### src/rtl/enemy_sprite_fetch_if.sv
// -----------------------------------------------------------------------------
// enemy_sprite_fetch_if
//
// Groups every signal that enemy_sprite_fetch exchanges with the rest of the
// VGA pixel path into one bundle:
//   - scan side   : frame_start, video_on, pixel_x, pixel_y
//   - fleet state : fleet_x, fleet_y, alive_mask
//   - ROM bus     : rom_type, rom_addr (to the sprite ROM), rom_data (back)
//   - pixel mux   : enemy_rgb, enemy_hit, enemy_index
//
// Modports:
//   master : the surroundings (scan generator, game logic and sprite ROM)
//   slave  : the enemy_sprite_fetch block itself
//
// N_ENEMY must equal COLS*ROWS of the attached enemy_sprite_fetch.
// -----------------------------------------------------------------------------
interface enemy_sprite_fetch_if #(
  parameter int N_ENEMY = 15
);
  // scan side
  logic               frame_start;
  logic               video_on;
  logic [9:0]         pixel_x;
  logic [9:0]         pixel_y;
  // fleet state from game logic
  logic [9:0]         fleet_x;
  logic [9:0]         fleet_y;
  logic [N_ENEMY-1:0] alive_mask;
  // sprite ROM bus
  logic [1:0]         rom_type;
  logic [11:0]        rom_addr;
  logic [11:0]        rom_data;
  // towards the pixel mux
  logic [11:0]        enemy_rgb;
  logic               enemy_hit;
  logic [3:0]         enemy_index;

  modport master (
    output frame_start, video_on, pixel_x, pixel_y,
    output fleet_x, fleet_y, alive_mask,
    output rom_data,
    input  rom_type, rom_addr,
    input  enemy_rgb, enemy_hit, enemy_index
  );

  modport slave (
    input  frame_start, video_on, pixel_x, pixel_y,
    input  fleet_x, fleet_y, alive_mask,
    input  rom_data,
    output rom_type, rom_addr,
    output enemy_rgb, enemy_hit, enemy_index
  );
endinterface

### src/rtl/enemy_sprite_fetch.sv
// -----------------------------------------------------------------------------
// enemy_sprite_fetch
//
// Maps the current VGA scan pixel onto the enemy fleet grid, addresses the
// enemy sprite ROM, and re-aligns the ROM's one-cycle read latency with the
// side-band flags so the pixel mux receives a colour, a hit flag and the index
// of the enemy under the beam.
//
// Fleet position and alive mask are latched once per frame (on frame_start),
// so game-logic updates during the visible frame never tear the picture.
// A frame counter drives a two-phase animation that rotates the sprite type
// offered to the ROM.
//
// Ports:
//   clk  : system clock
//   rst  : synchronous reset, active-high
//   bus  : enemy_sprite_fetch_if.slave
//          in  frame_start, video_on, pixel_x, pixel_y,
//              fleet_x, fleet_y, alive_mask, rom_data
//          out rom_type, rom_addr, enemy_rgb, enemy_hit, enemy_index
//
// Timing: a pixel sampled on edge 0 drives rom_addr/rom_type after edge 0,
// the ROM registers its data on edge 1, and enemy_rgb/hit/index update on
// edge 2. One pixel per clock, no stalls.
// -----------------------------------------------------------------------------
module enemy_sprite_fetch #(
  parameter int          SPRITE_W    = 39,
  parameter int          SPRITE_H    = 39,
  parameter int          COLS        = 5,
  parameter int          ROWS        = 3,
  parameter int          GAP_X       = 12,
  parameter int          GAP_Y       = 10,
  parameter logic [11:0] TRANSPARENT = 12'h000,
  parameter int          ANIM_FRAMES = 30
) (
  input  logic                 clk,
  input  logic                 rst,
  enemy_sprite_fetch_if.slave  bus
);

  localparam int N_ENEMY = COLS * ROWS;
  localparam int PITCH_X = SPRITE_W + GAP_X;
  localparam int PITCH_Y = SPRITE_H + GAP_Y;
  localparam int CNT_W   = (ANIM_FRAMES > 1) ? $clog2(ANIM_FRAMES) : 1;

  // ---------------------------------------------------------------------------
  // Per-frame latched state
  // ---------------------------------------------------------------------------
  logic [9:0]         fleet_x_q, fleet_x_d;
  logic [9:0]         fleet_y_q, fleet_y_d;
  logic [N_ENEMY-1:0] alive_q, alive_d;
  logic [CNT_W-1:0]   frame_cnt_q, frame_cnt_d;
  logic               anim_q, anim_d;

  always_comb begin
    fleet_x_d   = fleet_x_q;
    fleet_y_d   = fleet_y_q;
    alive_d     = alive_q;
    frame_cnt_d = frame_cnt_q;
    anim_d      = anim_q;
    if (bus.frame_start) begin
      fleet_x_d = bus.fleet_x;
      fleet_y_d = bus.fleet_y;
      alive_d   = bus.alive_mask;
      if (frame_cnt_q == CNT_W'(ANIM_FRAMES - 1)) begin
        frame_cnt_d = '0;
        anim_d      = ~anim_q;
      end else begin
        frame_cnt_d = frame_cnt_q + 1'b1;
      end
    end
  end

  // ---------------------------------------------------------------------------
  // Geometry. Offsets are taken with an extra borrow bit so a pixel left of /
  // above the fleet is flagged as negative instead of wrapping to a large
  // positive offset that could land inside the grid.
  // ---------------------------------------------------------------------------
  logic [10:0] dx_ext, dy_ext;
  logic        dx_neg, dy_neg;
  logic [9:0]  dx, dy;

  assign dx_ext = {1'b0, bus.pixel_x} - {1'b0, fleet_x_q};
  assign dy_ext = {1'b0, bus.pixel_y} - {1'b0, fleet_y_q};
  assign dx_neg = dx_ext[10];
  assign dy_neg = dy_ext[10];
  assign dx     = dx_ext[9:0];
  assign dy     = dy_ext[9:0];

  // Threshold compares replace the divider: col_ge[k] says the offset has
  // reached the start of cell k. The last one (k = COLS / ROWS) marks the
  // offset as past the right / bottom edge of the grid.
  logic [COLS:1] col_ge;
  logic [ROWS:1] row_ge;

  genvar gi;
  generate
    for (gi = 1; gi <= COLS; gi++) begin : g_col_thr
      assign col_ge[gi] = 16'(dx) >= 16'(gi * PITCH_X);
    end
    for (gi = 1; gi <= ROWS; gi++) begin : g_row_thr
      assign row_ge[gi] = 16'(dy) >= 16'(gi * PITCH_Y);
    end
  endgenerate

  // Highest reached cell gives the quotient; its start gives the remainder.
  logic [3:0]  col_w, row_w;
  logic [10:0] col_base, row_base;
  logic [10:0] rx_w, ry_w;

  always_comb begin
    col_w    = '0;
    col_base = '0;
    for (int c = 1; c < COLS; c++) begin
      if (col_ge[c]) begin
        col_w    = 4'(c);
        col_base = 11'(c * PITCH_X);
      end
    end
    rx_w = {1'b0, dx} - col_base;
  end

  always_comb begin
    row_w    = '0;
    row_base = '0;
    for (int r = 1; r < ROWS; r++) begin
      if (row_ge[r]) begin
        row_w    = 4'(r);
        row_base = 11'(r * PITCH_Y);
      end
    end
    ry_w = {1'b0, dy} - row_base;
  end

  logic        col_ok, row_ok, in_sprite;
  logic [3:0]  index_w;
  logic [15:0] alive_ext;
  logic        inside_w;
  logic [11:0] addr_w;
  logic [4:0]  type_sum;

  assign col_ok    = ~dx_neg & ~col_ge[COLS];
  assign row_ok    = ~dy_neg & ~row_ge[ROWS];
  assign in_sprite = (rx_w < 11'(SPRITE_W)) & (ry_w < 11'(SPRITE_H));
  // COLS*ROWS <= 16, so the enemy number always fits four bits; the mask is
  // zero-padded to 16 so any index value selects a defined bit.
  assign index_w   = row_w * 4'(COLS) + col_w;
  assign alive_ext = 16'(alive_q);
  assign inside_w  = bus.video_on & col_ok & row_ok & in_sprite & alive_ext[index_w];
  assign addr_w    = 12'(ry_w) * 12'(SPRITE_W) + 12'(rx_w);
  assign type_sum  = 5'(row_w) + 5'(anim_q);

  // ---------------------------------------------------------------------------
  // Pixel pipeline
  // ---------------------------------------------------------------------------
  // stage 1: ROM request plus side-band
  logic [11:0] rom_addr_q, rom_addr_d;
  logic [1:0]  rom_type_q, rom_type_d;
  logic        inside1_q, inside1_d;
  logic [3:0]  index1_q, index1_d;
  // stage 2: side-band waits while the ROM registers its data
  logic        inside2_q, inside2_d;
  logic [3:0]  index2_q, index2_d;
  // stage 3: outputs to the pixel mux
  logic        hit_q, hit_d;
  logic [11:0] rgb_q, rgb_d;
  logic [3:0]  idx_q, idx_d;

  always_comb begin
    // Outside pixels drive address/type 0 so the ROM bus stays quiet.
    rom_addr_d = inside_w ? addr_w : 12'd0;
    rom_type_d = inside_w ? 2'(type_sum % 5'd3) : 2'd0;
    inside1_d  = inside_w;
    index1_d   = index_w;

    inside2_d  = inside1_q;
    index2_d   = index1_q;

    hit_d      = inside2_q && (bus.rom_data != TRANSPARENT);
    rgb_d      = hit_d ? bus.rom_data : 12'd0;
    idx_d      = hit_d ? index2_q : 4'd0;
  end

  always_ff @(posedge clk) begin
    if (rst) begin
      fleet_x_q   <= '0;
      fleet_y_q   <= '0;
      alive_q     <= '0;
      frame_cnt_q <= '0;
      anim_q      <= 1'b0;
      rom_addr_q  <= '0;
      rom_type_q  <= '0;
      inside1_q   <= 1'b0;
      index1_q    <= '0;
      inside2_q   <= 1'b0;
      index2_q    <= '0;
      hit_q       <= 1'b0;
      rgb_q       <= '0;
      idx_q       <= '0;
    end else begin
      fleet_x_q   <= fleet_x_d;
      fleet_y_q   <= fleet_y_d;
      alive_q     <= alive_d;
      frame_cnt_q <= frame_cnt_d;
      anim_q      <= anim_d;
      rom_addr_q  <= rom_addr_d;
      rom_type_q  <= rom_type_d;
      inside1_q   <= inside1_d;
      index1_q    <= index1_d;
      inside2_q   <= inside2_d;
      index2_q    <= index2_d;
      hit_q       <= hit_d;
      rgb_q       <= rgb_d;
      idx_q       <= idx_d;
    end
  end

  assign bus.rom_addr    = rom_addr_q;
  assign bus.rom_type    = rom_type_q;
  assign bus.enemy_hit   = hit_q;
  assign bus.enemy_rgb   = rgb_q;
  assign bus.enemy_index = idx_q;

endmodule

### src/flat_wrapper.sv
// flat-port wrapper written by rule: the top's interface ports become plain ports
module enemy_sprite_fetch_flat 
#(
  parameter int          SPRITE_W    = 39,
  parameter int          SPRITE_H    = 39,
  parameter int          COLS        = 5,
  parameter int          ROWS        = 3,
  parameter int          GAP_X       = 12,
  parameter int          GAP_Y       = 10,
  parameter logic [11:0] TRANSPARENT = 12'h000,
  parameter int          ANIM_FRAMES = 30
)
  (clk, rst, bus_frame_start, bus_video_on, bus_pixel_x, bus_pixel_y, bus_fleet_x, bus_fleet_y, bus_alive_mask, bus_rom_data, bus_rom_type, bus_rom_addr, bus_enemy_rgb, bus_enemy_hit, bus_enemy_index);
  enemy_sprite_fetch_if #(.N_ENEMY(COLS * ROWS)) bus_i ();
  input  logic clk;
  input  logic rst;
  input wire logic [$bits(bus_i.frame_start)-1:0] bus_frame_start;
  input wire logic [$bits(bus_i.video_on)-1:0] bus_video_on;
  input wire logic [$bits(bus_i.pixel_x)-1:0] bus_pixel_x;
  input wire logic [$bits(bus_i.pixel_y)-1:0] bus_pixel_y;
  input wire logic [$bits(bus_i.fleet_x)-1:0] bus_fleet_x;
  input wire logic [$bits(bus_i.fleet_y)-1:0] bus_fleet_y;
  input wire logic [$bits(bus_i.alive_mask)-1:0] bus_alive_mask;
  input wire logic [$bits(bus_i.rom_data)-1:0] bus_rom_data;
  output wire logic [$bits(bus_i.rom_type)-1:0] bus_rom_type;
  output wire logic [$bits(bus_i.rom_addr)-1:0] bus_rom_addr;
  output wire logic [$bits(bus_i.enemy_rgb)-1:0] bus_enemy_rgb;
  output wire logic [$bits(bus_i.enemy_hit)-1:0] bus_enemy_hit;
  output wire logic [$bits(bus_i.enemy_index)-1:0] bus_enemy_index;
  assign bus_i.frame_start = bus_frame_start;
  assign bus_i.video_on = bus_video_on;
  assign bus_i.pixel_x = bus_pixel_x;
  assign bus_i.pixel_y = bus_pixel_y;
  assign bus_i.fleet_x = bus_fleet_x;
  assign bus_i.fleet_y = bus_fleet_y;
  assign bus_i.alive_mask = bus_alive_mask;
  assign bus_i.rom_data = bus_rom_data;
  assign bus_rom_type = bus_i.rom_type;
  assign bus_rom_addr = bus_i.rom_addr;
  assign bus_enemy_rgb = bus_i.enemy_rgb;
  assign bus_enemy_hit = bus_i.enemy_hit;
  assign bus_enemy_index = bus_i.enemy_index;
  enemy_sprite_fetch #(.SPRITE_W(SPRITE_W), .SPRITE_H(SPRITE_H), .COLS(COLS), .ROWS(ROWS), .GAP_X(GAP_X), .GAP_Y(GAP_Y), .TRANSPARENT(TRANSPARENT), .ANIM_FRAMES(ANIM_FRAMES)) u_core (.clk(clk), .rst(rst), .bus(bus_i));
endmodule
### config.mk
export PLATFORM = sky130hd
export DESIGN_NAME = enemy_sprite_fetch_flat
export DESIGN_NICKNAME = d
export VERILOG_FILES = /design/src/rtl/enemy_sprite_fetch_if.sv /design/src/rtl/enemy_sprite_fetch.sv /design/src/flat_wrapper.sv
export SDC_FILE = /design/constraint.sdc
export NUM_CORES = 1
export LEC_CHECK = 0
export ABC_AREA = 0
export CAP_MARGIN = 20
export CORE_MARGIN = 3
export CORE_UTILIZATION = 55
export CTS_BUF_LIST = sky130_fd_sc_hd__clkbuf_4 sky130_fd_sc_hd__clkbuf_8 sky130_fd_sc_hd__clkbuf_16
export CTS_CLUSTER_SIZE = 10
export DETAILED_ROUTE_END_ITERATION = 6
export PLACE_DENSITY_LB_ADDON = 0.2
export SYNTH_ARGS = -nofsm -noshare
export SYNTH_HDL_FRONTEND = slang
export SYNTH_SLANG_ARGS = --single-unit
### constraint.sdc
create_clock -name clk -period 12.9 [get_ports clk]
set_input_delay 2.58 -clock clk [delete_from_list [all_inputs] [get_ports clk]]
set_output_delay 2.58 -clock clk [all_outputs]
set_load 0.005 [all_outputs]
==> flow_metrics.py, run 1 <==
metrics = {
    "outcome": {
        "status": "complete, no violations",
    },
    "timing": {
        "rsz0062_at_grt": "no",
        "min_period_ns": 10.72,
        "setup_violations": 0,
        "maxSlewViolCount": 0,
        "timing.final.crit_share_pct": 83.1,
        "finalSetupTns_ns": 0,
        "hold_viol_final": 0,
        "fmax_mhz": 93.3,
        "worst_pin_slew_ns": 0.966,
        "skew_ns": 0.00801,
        "slew_headroom_pct": 35.6,
    },
    "synthesis": {
        "synth_area_leaders": "dfxtp_1 (26%), ha_1 (14%), fa_1 (7.8%)",
        "ys_seq_elements": 82,
        "syn_nets": 881,
        "seq_area_frac_synth_pct": 25.6,
        "yosysTopAreaCellShare_pct": 25.6,
        "synth_top_area_cell": "dfxtp_1",
        "netlist_area_um2": 6420,
        "async_flop_share_pct": 0,
        "synth_edf_count": 0,
        "syn_avg_cell_area_um2": 9.01,
        "yosysUniqueCellTypes": 73,
        "ys_warn_count": 0,
        "netlist_instances": 712,
        "ys.flop_type": "dfxtp_1",
    },
    "setup_path": {
        "crit_type": "input pin to flop",
        "max_stage_delay_ns": 0.55,
        "path_depth": 33,
        "path_max_fanout": 11,
        "arrival_ns": 10.97,
        "crit_top_cell": "inv_1",
        "cp_data_required_time_ns": 13.15,
        "crit_slowest_cell": "or4_4",
        "cp-start-kind": "input pin",
        "r2r_cells": 31,
        "critPathBufInv": 8,
        "cp-end-kind": "flop",
        "crit_family": "adder cells",
    },
    "floorplan": {
        "ios": 102,
        "die_x_um": 114,
        "die_area_um2": 13000,
        "start_util_pct": 57.7,
        "core-area_um2": 11100,
        "dieHeight_um": 114,
        "row_count": 38,
    },
    "place": {
        "routabilityCongestion": 0.883,
        "port_buffers": 101,
        "hpwlAfterDp_mm": 11.6,
        "placed_area_um2": 7500,
        "dp_cells": 935,
    },
    "finish": {
        "final_common_cell": "clkdlybuf4s50_1",
        "stdcell_area_um2": 7830,
        "syn2layout_area_growth_pct": 22.0,
        "fillers": 905,
        "antenna-diode-count": 0,
        "drive_gt1_share_pct": 6.53,
        "finalNetCount": 976,
        "layout_common_cells": "clkdlybuf4s50_1 (99), inv_1 (93), dfxtp_1 (82)",
        "fin_cells": 952,
    },
    "grt": {
        "grt_max_degree": 49,
        "use_met1_pct": 27.5,
        "grt_overflow": 0,
        "grt_pass1_vias": 5233,
        "grt_use_total_pct": 22.4,
        "grt_pass1_wl_mm": 23.6,
        "top_usage_layer": "met2",
        "use_met3_pct": 3.98,
        "grt_use_met2_pct": 39.5,
        "antenna_found_initial": 0,
    },
    "routing": {
        "post_drt_wl_per_cell_um": 15.0,
        "drt_wl_total_mm": 14.3,
        "drtAntennaViolNets": 0,
        "route.detailed.drc": 0,
        "num_vias": 5175,
        "viasPerCell": 5.44,
        "drtIter0Drc": 209,
        "firstDrtPassIters": 4,
    },
    "clock_network": {
        "cts.clk_slew.worst_paths_ns": 0.07,
        "h-tree-depth": 3,
        "cts_hold_buffers": 0,
        "cts_tree": "yes",
        "cts_inserted_buffers": 9,
        "clk_latency_ns": 0.35,
        "cts_max_path_buffers": 2,
        "postCtsSetupRepairBufs": 0,
        "postCtsResizedCells": 0,
        "cts_sinks": 82,
        "clock-root-buffer": "clkbuf_16",
    },
    "min_path": {
        "hp-class": "flop to flop",
        "holdPathStages": 1,
    },
    "flow_run": {
        "cap_violations": 0,
    },
}
area by class of cell:
cell class / count / area, um2 / area share, %
inverter: 94 / 353 / 4.51
clock inverter: 7 / 82.6 / 1.05
tap: 140 / 175 / 2.24
sequential: 82 / 1640 / 21.0
clock buffer: 9 / 225 / 2.88
multi-input combinational: 518 / 4330 / 55.3
timing repair buffer: 102 / 1020 / 13.0
synthesized netlist by cell type (10+ instances only):
cell,number
mux2i_1,40
xnor2_1,25
nor2b_1,14
nor2_1,79
and2_1,19
clkbuf_1,10
dfxtp_1,82
nand2_1,24
o21ai_0,18
nand2b_1,11
fa_1,25
xor2_1,22
ha_1,73
a21o_1,13
nor3_1,12
inv_1,93
a21oi_1,17
kinds of logic (layout without fill, tap and decap cells):
kind of cell / after synthesis / after routing / synth area share [%]
DFF: 82 / 82 / 25.6
AOI/OAI and AO/OA: 108 / 108 / 13.1
muxes: 45 / 45 / 7.64
and+or+nand+nor: 219 / 219 / 18.0
xor gates and xnor gates: 48 / 48 / 6.67
adders and majority gates: 98 / 98 / 22.0
buffers and inverters: 112 / 212 / 7.04
metrics by stage:
stage	util [%]	setup slack, ns	hold slack (ns)
final	70.4	2.18	0.429
after global routing	70.4	1.66	0.446
after CTS	70.2	2.18	0.428
after detailed placement	67.4	1.84	0.413
after global placement	67.4	2.08	0.410
after floorplan	-	2.95	0.406
worst paths after layout:
kind                  startpoint                   endpoint  slack [ns]
min reg2reg   u_core.index2_q[2]  u_core.bus.enemy_index[2]        0.43
max               bus_pixel_y[0]    u_core.bus.rom_addr[11]        2.18
max reg2reg  u_core.fleet_y_q[0]    u_core.bus.rom_addr[11]        4.59
min           u_core.index2_q[2]  u_core.bus.enemy_index[2]        0.43
metal layers:
layer	wire length, um	up-vias	share of wire (%)
li1	-	2627	-
met1	6340	2424	44
met2	7060	109	50
met3	667	15	4.7
met4	187	0	1.3
met5	0	-	0
registers in the layout, indices dropped and copies added (netlist names), 2 cells and up:
signal / cells
u_core.alive_q: 15
u_core.bus.enemy_rgb: 12
u_core.bus.rom_addr: 12
u_core.fleet_x_q: 10
u_core.fleet_y_q: 10
u_core.frame_cnt_q: 5
u_core.bus.enemy_index: 4
u_core.index1_q: 4
u_core.index2_q: 4
u_core.bus.rom_type: 2
Power of run 1 is left out: the tool's default activity adds up to more than one toggle a clock period on the data nets, which glitch-free logic cannot reach.
==> run 2: changes to the inputs <==
==> constraint.sdc (replaced) <==
create_clock -name clk -period 10.5 [get_ports clk]
set_input_delay 2.1 -clock clk [delete_from_list [all_inputs] [get_ports clk]]
set_output_delay 2.1 -clock clk [all_outputs]
set_load 0.005 [all_outputs]
==> flow_metrics.py, run 2 (synthesis gave the netlist of run 1 again) <==
metrics = {
    "finish": {
        "fillers": 892,
        "top_register": "u_core.alive_q",
        "final_common_cell": "clkdlybuf4s50_1",
        "drive_gt1_share_pct": 6.88,
        "syn2layout_area_growth_pct": 21.9,
        "layout_common_cells": "clkdlybuf4s50_1 (99), inv_1 (93), dfxtp_1 (82)",
        "finalNetCount": 978,
        "antenna-diode-count": 0,
        "fin_cells": 954,
        "stdcell_area_um2": 7830,
        "largest_reg_flops": 15,
    },
    "grt": {
        "grt_max_degree": 49,
        "grt_use_total_pct": 22.6,
        "antenna_found_initial": 0,
        "grt_pass1_wl_mm": 23.9,
        "grt_pass1_vias": 5213,
        "grt_overflow": 0,
    },
    "routing": {
        "drtIter0Drc": 262,
        "firstDrtPassIters": 5,
        "drtAntennaViolNets": 0,
        "viasPerCell": 5.52,
        "post_drt_wl_per_cell_um": 14.9,
        "route.detailed.drc": 0,
        "num_vias": 5262,
        "drt_wl_total_mm": 14.3,
    },
    "place": {
        "place_ws_ns": 0.191,
        "port_buffers": 101,
        "routabilityCongestion": 0.893,
        "placed_area_um2": 7520,
        "hpwlAfterDp_mm": 11.5,
        "dp_cells": 938,
    },
    "flow_run": {
        "cap_violations": 0,
    },
    "timing": {
        "min_period_ns": 9.87,
        "skew_ns": 0.00897,
        "finalSetupTns_ns": 0,
        "slew_headroom_pct": 38.0,
        "maxSlewViolCount": 0,
        "setup_ws_ns": 0.629,
        "setup_violations": 0,
        "worst_pin_slew_ns": 0.929,
        "timing.final.crit_share_pct": 94.0,
        "hold_viol_final": 0,
        "fmax_mhz": 101,
        "rsz0062_at_grt": "no",
    },
    "outcome": {
        "status": "complete, no violations",
    },
    "floorplan": {
        "core-area_um2": 11100,
        "die_x_um": 114,
        "row_count": 38,
        "start_util_pct": 57.7,
        "ios": 102,
        "die_area_um2": 13000,
        "dieHeight_um": 114,
    },
    "setup_path": {
        "cp-start-kind": "input pin",
        "r2r_setup_slack_ns": 2.54,
        "cp_data_required_time_ns": 10.75,
        "arrival_ns": 10.12,
        "crit_type": "input pin to flop",
        "path_max_fanout": 6,
        "crit_slowest_cell": "or4_4",
        "max_stage_delay_ns": 0.55,
        "cp-end-kind": "flop",
    },
    "clock_network": {
        "cts_max_path_buffers": 2,
        "clk_latency_ns": 0.35,
        "cts_tree": "yes",
        "cts_inserted_buffers": 9,
        "postCtsSetupRepairBufs": 0,
        "cts_hold_buffers": 0,
        "cts.clk_slew.worst_paths_ns": 0.06,
        "clock-root-buffer": "clkbuf_16",
        "cts_sinks": 82,
        "h-tree-depth": 3,
    },
    "min_path": {
        "hp-class": "flop to flop",
    },
}
## run 2: cell count changes in the layout (fill, tap and decap cells not counted)
cell	delta
buf_12	-1
clkbuf_8	+1
bufinv_16	-1
inv_8	-1
buf_4	+3
inv_6	+2
o41ai_2	+1
o41ai_1	-1
clkinv_2	-1
## run 2: stage by stage
stage	hold WS, ns	utilization [%]
after CTS	0.432	70.3
after global routing	0.452	70.3
after global placement	0.412	67.6
after floorplan	0.406	-
after detailed placement	0.415	67.6
final	0.428	70.3
## run 2: timing repair
item	4_1_cts	5_1_grt
hold endpoints to repair	0	0
resized for setup	0	1
endpoints found under the setup margin	0	1
## run 2: path summary, 6_finish.rpt
check / from / to / cells past startpoint
worst min-delay path: u_core.index2_q[0] / u_core.bus.enemy_index[0] / 1
worst min register to register: u_core.index2_q[0] / u_core.bus.enemy_index[0] / 1
worst max-delay path: bus_pixel_y[0] / u_core.bus.rom_addr[11] / 32
worst max register to register: u_core.fleet_y_q[0] / u_core.bus.rom_addr[11] / 30
## run 2: per-layer routing
metal	share of wire (%)	vias up	wire [um]	track usage, %
li1	-	2637	-	-
met4	2.0	0	278	8.23
met1	44	2477	6300	28.3
met5	0	-	0	0
met3	5.5	20	782	4.03
met2	48	128	6890	39.0
## run 2: area by class of cell
class	count	area, um2	area share, %
Sequential cell	82	1640	21.0
Clock buffer	10	239	3.05
Timing Repair Buffer	104	1020	13.1
Inverter	94	353	4.51
Tap cell	140	175	2.24
Clock inverter	6	53.8	0.688
Multi-Input combinational cell	518	4340	55.5
## run 2: critical path: cells and delay by family
kind / cells / cell delay (ns)
fa+ha+maj: 10 / 3.65
buf+inv: 7 / 0.88
simple gates: 6 / 1.16
xor+xnor: 2 / 0.49
compound gates: 7 / 1.82
Power of run 2 is left out for the same reason.
==> run 3: changes to the inputs <==
--- a/config.mk
+++ b/config.mk
@@ -7,8 +7,8 @@
 export LEC_CHECK = 0
 export ABC_AREA = 0
 export CAP_MARGIN = 20
-export CORE_MARGIN = 3
-export CORE_UTILIZATION = 55
+export CORE_MARGIN = 4
+export CORE_UTILIZATION = 35
 export CTS_BUF_LIST = sky130_fd_sc_hd__clkbuf_4 sky130_fd_sc_hd__clkbuf_8 sky130_fd_sc_hd__clkbuf_16
 export CTS_CLUSTER_SIZE = 10
 export DETAILED_ROUTE_END_ITERATION = 6
==> flow_metrics.py, run 3 (synthesis gave the netlist of run 1 again) <==
metrics = {
    "outcome": {
        "status": "complete, no violations",
    },
    "setup_path": {
        "crit_top_cell": "inv_1",
        "cp_data_required_time_ns": 10.77,
        "cp-start-kind": "input pin",
        "max_stage_delay_ns": 0.54,
        "path_max_fanout": 5,
        "crit_slowest_cell": "fa_1",
        "arrival_ns": 10.13,
        "r2r_end": "u_core.bus.rom_addr[11]",
        "r2r_setup_slack_ns": 2.54,
        "r2r_cells": 33,
        "rr_startpoint": "u_core.fleet_y_q[0]",
        "crit_type": "input pin to flop",
        "cp-end-kind": "flop",
    },
    "clock_network": {
        "cts_max_path_buffers": 2,
        "cts_sinks": 82,
        "cts.clk_slew.worst_paths_ns": 0.08,
        "postCtsResizedCells": 0,
        "cts_inserted_buffers": 9,
        "h-tree-depth": 3,
        "postCtsSetupRepairBufs": 0,
        "cts_hold_buffers": 0,
        "clock-root-buffer": "clkbuf_16",
        "cts_tree": "yes",
        "clk_latency_ns": 0.36,
    },
    "timing": {
        "slew_headroom_pct": 39.4,
        "setup_violations": 0,
        "fmax_mhz": 101,
        "skew_ns": 0.0155,
        "setup_ws_ns": 0.641,
        "rsz0062_at_grt": "no",
        "finalSetupTns_ns": 0,
        "min_period_ns": 9.86,
        "timing.final.crit_share_pct": 93.9,
        "hold_viol_final": 0,
        "timing.hold.ws_ns": 0.417,
        "maxSlewViolCount": 0,
        "worst_pin_slew_ns": 0.910,
    },
    "grt": {
        "grt_max_degree": 49,
        "grt_overflow": 0,
        "grt_use_total_pct": 14.2,
        "grt_pass1_wl_mm": 23.4,
        "grt_use_met2_pct": 22.2,
        "top_usage_layer": "met2",
        "use_met3_pct": 3.96,
        "antenna_found_initial": 0,
        "grt_pass1_vias": 4818,
        "use_met1_pct": 19.3,
    },
    "finish": {
        "drive_gt1_share_pct": 7.09,
        "antenna-diode-count": 0,
        "layout_common_cells": "clkdlybuf4s50_1 (99), inv_1 (93), dfxtp_1 (82)",
        "finalNetCount": 982,
        "syn2layout_area_growth_pct": 23.8,
        "top_register": "u_core.alive_q",
        "final_common_cell": "clkdlybuf4s50_1",
        "largest_reg_flops": 15,
        "fin_cells": 1047,
    },
    "place": {
        "port_buffers": 101,
        "hpwlAfterDp_mm": 11.6,
        "routabilityCongestion": 0.831,
        "dp_cells": 1031,
        "place_ws_ns": 0.250,
    },
    "min_path": {
        "hold_end": "u_core.bus.enemy_index[1]",
        "holdCritStartpoint": "u_core.index2_q[1]",
        "holdPathStages": 1,
        "hp-class": "flop to flop",
    },
    "floorplan": {
        "row_count": 49,
        "core-area_um2": 18000,
        "start_util_pct": 35.6,
        "die_area_um2": 20600,
        "dieHeight_um": 143,
        "die_x_um": 143,
        "ios": 102,
    },
    "routing": {
        "drtIter0Drc": 173,
        "firstDrtPassIters": 5,
        "route.detailed.drc": 0,
        "num_vias": 5086,
        "viasPerCell": 4.86,
        "drt_wl_total_mm": 14.4,
        "drtAntennaViolNets": 0,
        "post_drt_wl_per_cell_um": 13.7,
    },
    "flow_run": {
        "cap_violations": 0,
    },
}
==> run 3: cell count changes in the layout (fill, tap and decap cells not counted) <==
cell      change
clkbuf_8      -1
clkinv_2      +1
a311oi_2      -1
inv_6         -1
a311oi_1      +1
clkinv_4      +1
o41ai_1       +1
o41ai_2       -1
buf_4         +4
==> run 3: worst max-delay path, delay by kind of cell <==
kind | cells | cell delay, ns
buffers and inverters | 8 | 0.93
and+or+nand+nor | 7 | 1.18
adders and majority gates | 9 | 3.20
muxes | 1 | 0.32
AOI/OAI and AO/OA | 10 | 2.44
==> run 3: how the worst max path moves through the flow <==
stage | from | to | slack (ns) | cells after the start
3_5_place_dp | bus_pixel_y[0] | u_core.bus.rom_addr[11] | 0.25 | 33
4_1_cts | bus_pixel_y[0] | u_core.bus.rom_addr[11] | 0.61 | 33
3_3_place_gp | bus_pixel_y[0] | u_core.bus.rom_addr[11] | 0.32 | 33
5_1_grt | bus_pixel_y[0] | u_core.bus.rom_addr[11] | 0.007 | 35
6_report | bus_pixel_y[0] | u_core.bus.rom_addr[11] | 0.64 | 35
2_1_floorplan | bus_pixel_y[0] | u_core.bus.rom_addr[11] | 1.03 | 32
==> run 3: cell type report <==
class / instances / area [um2]
Clock buffer: 9 / 225
Clock inverter: 7 / 58.8
Fill cell: 1822 / 10100
Inverter: 94 / 353
Multi-Input combinational cell: 518 / 4330
Sequential cell: 82 / 1640
Tap cell: 229 / 287
Timing Repair Buffer: 108 / 1050
==> run 3: layer usage <==
metal / vias up / wire, um
met5: - / 0
met4: 0 / 263
met3: 18 / 736
met2: 104 / 6470
met1: 2327 / 6920
li1: 2637 / -
==> run 3: metrics by stage <==
stage / util, % / cell area, um2
after CTS: 44.1 / 7940
after global routing: 44.1 / 7940
after floorplan: - / 6420
after global placement: 42.5 / 7660
final: 44.1 / 7940
after detailed placement: 42.5 / 7660
Power of run 3 is left out for the same reason.
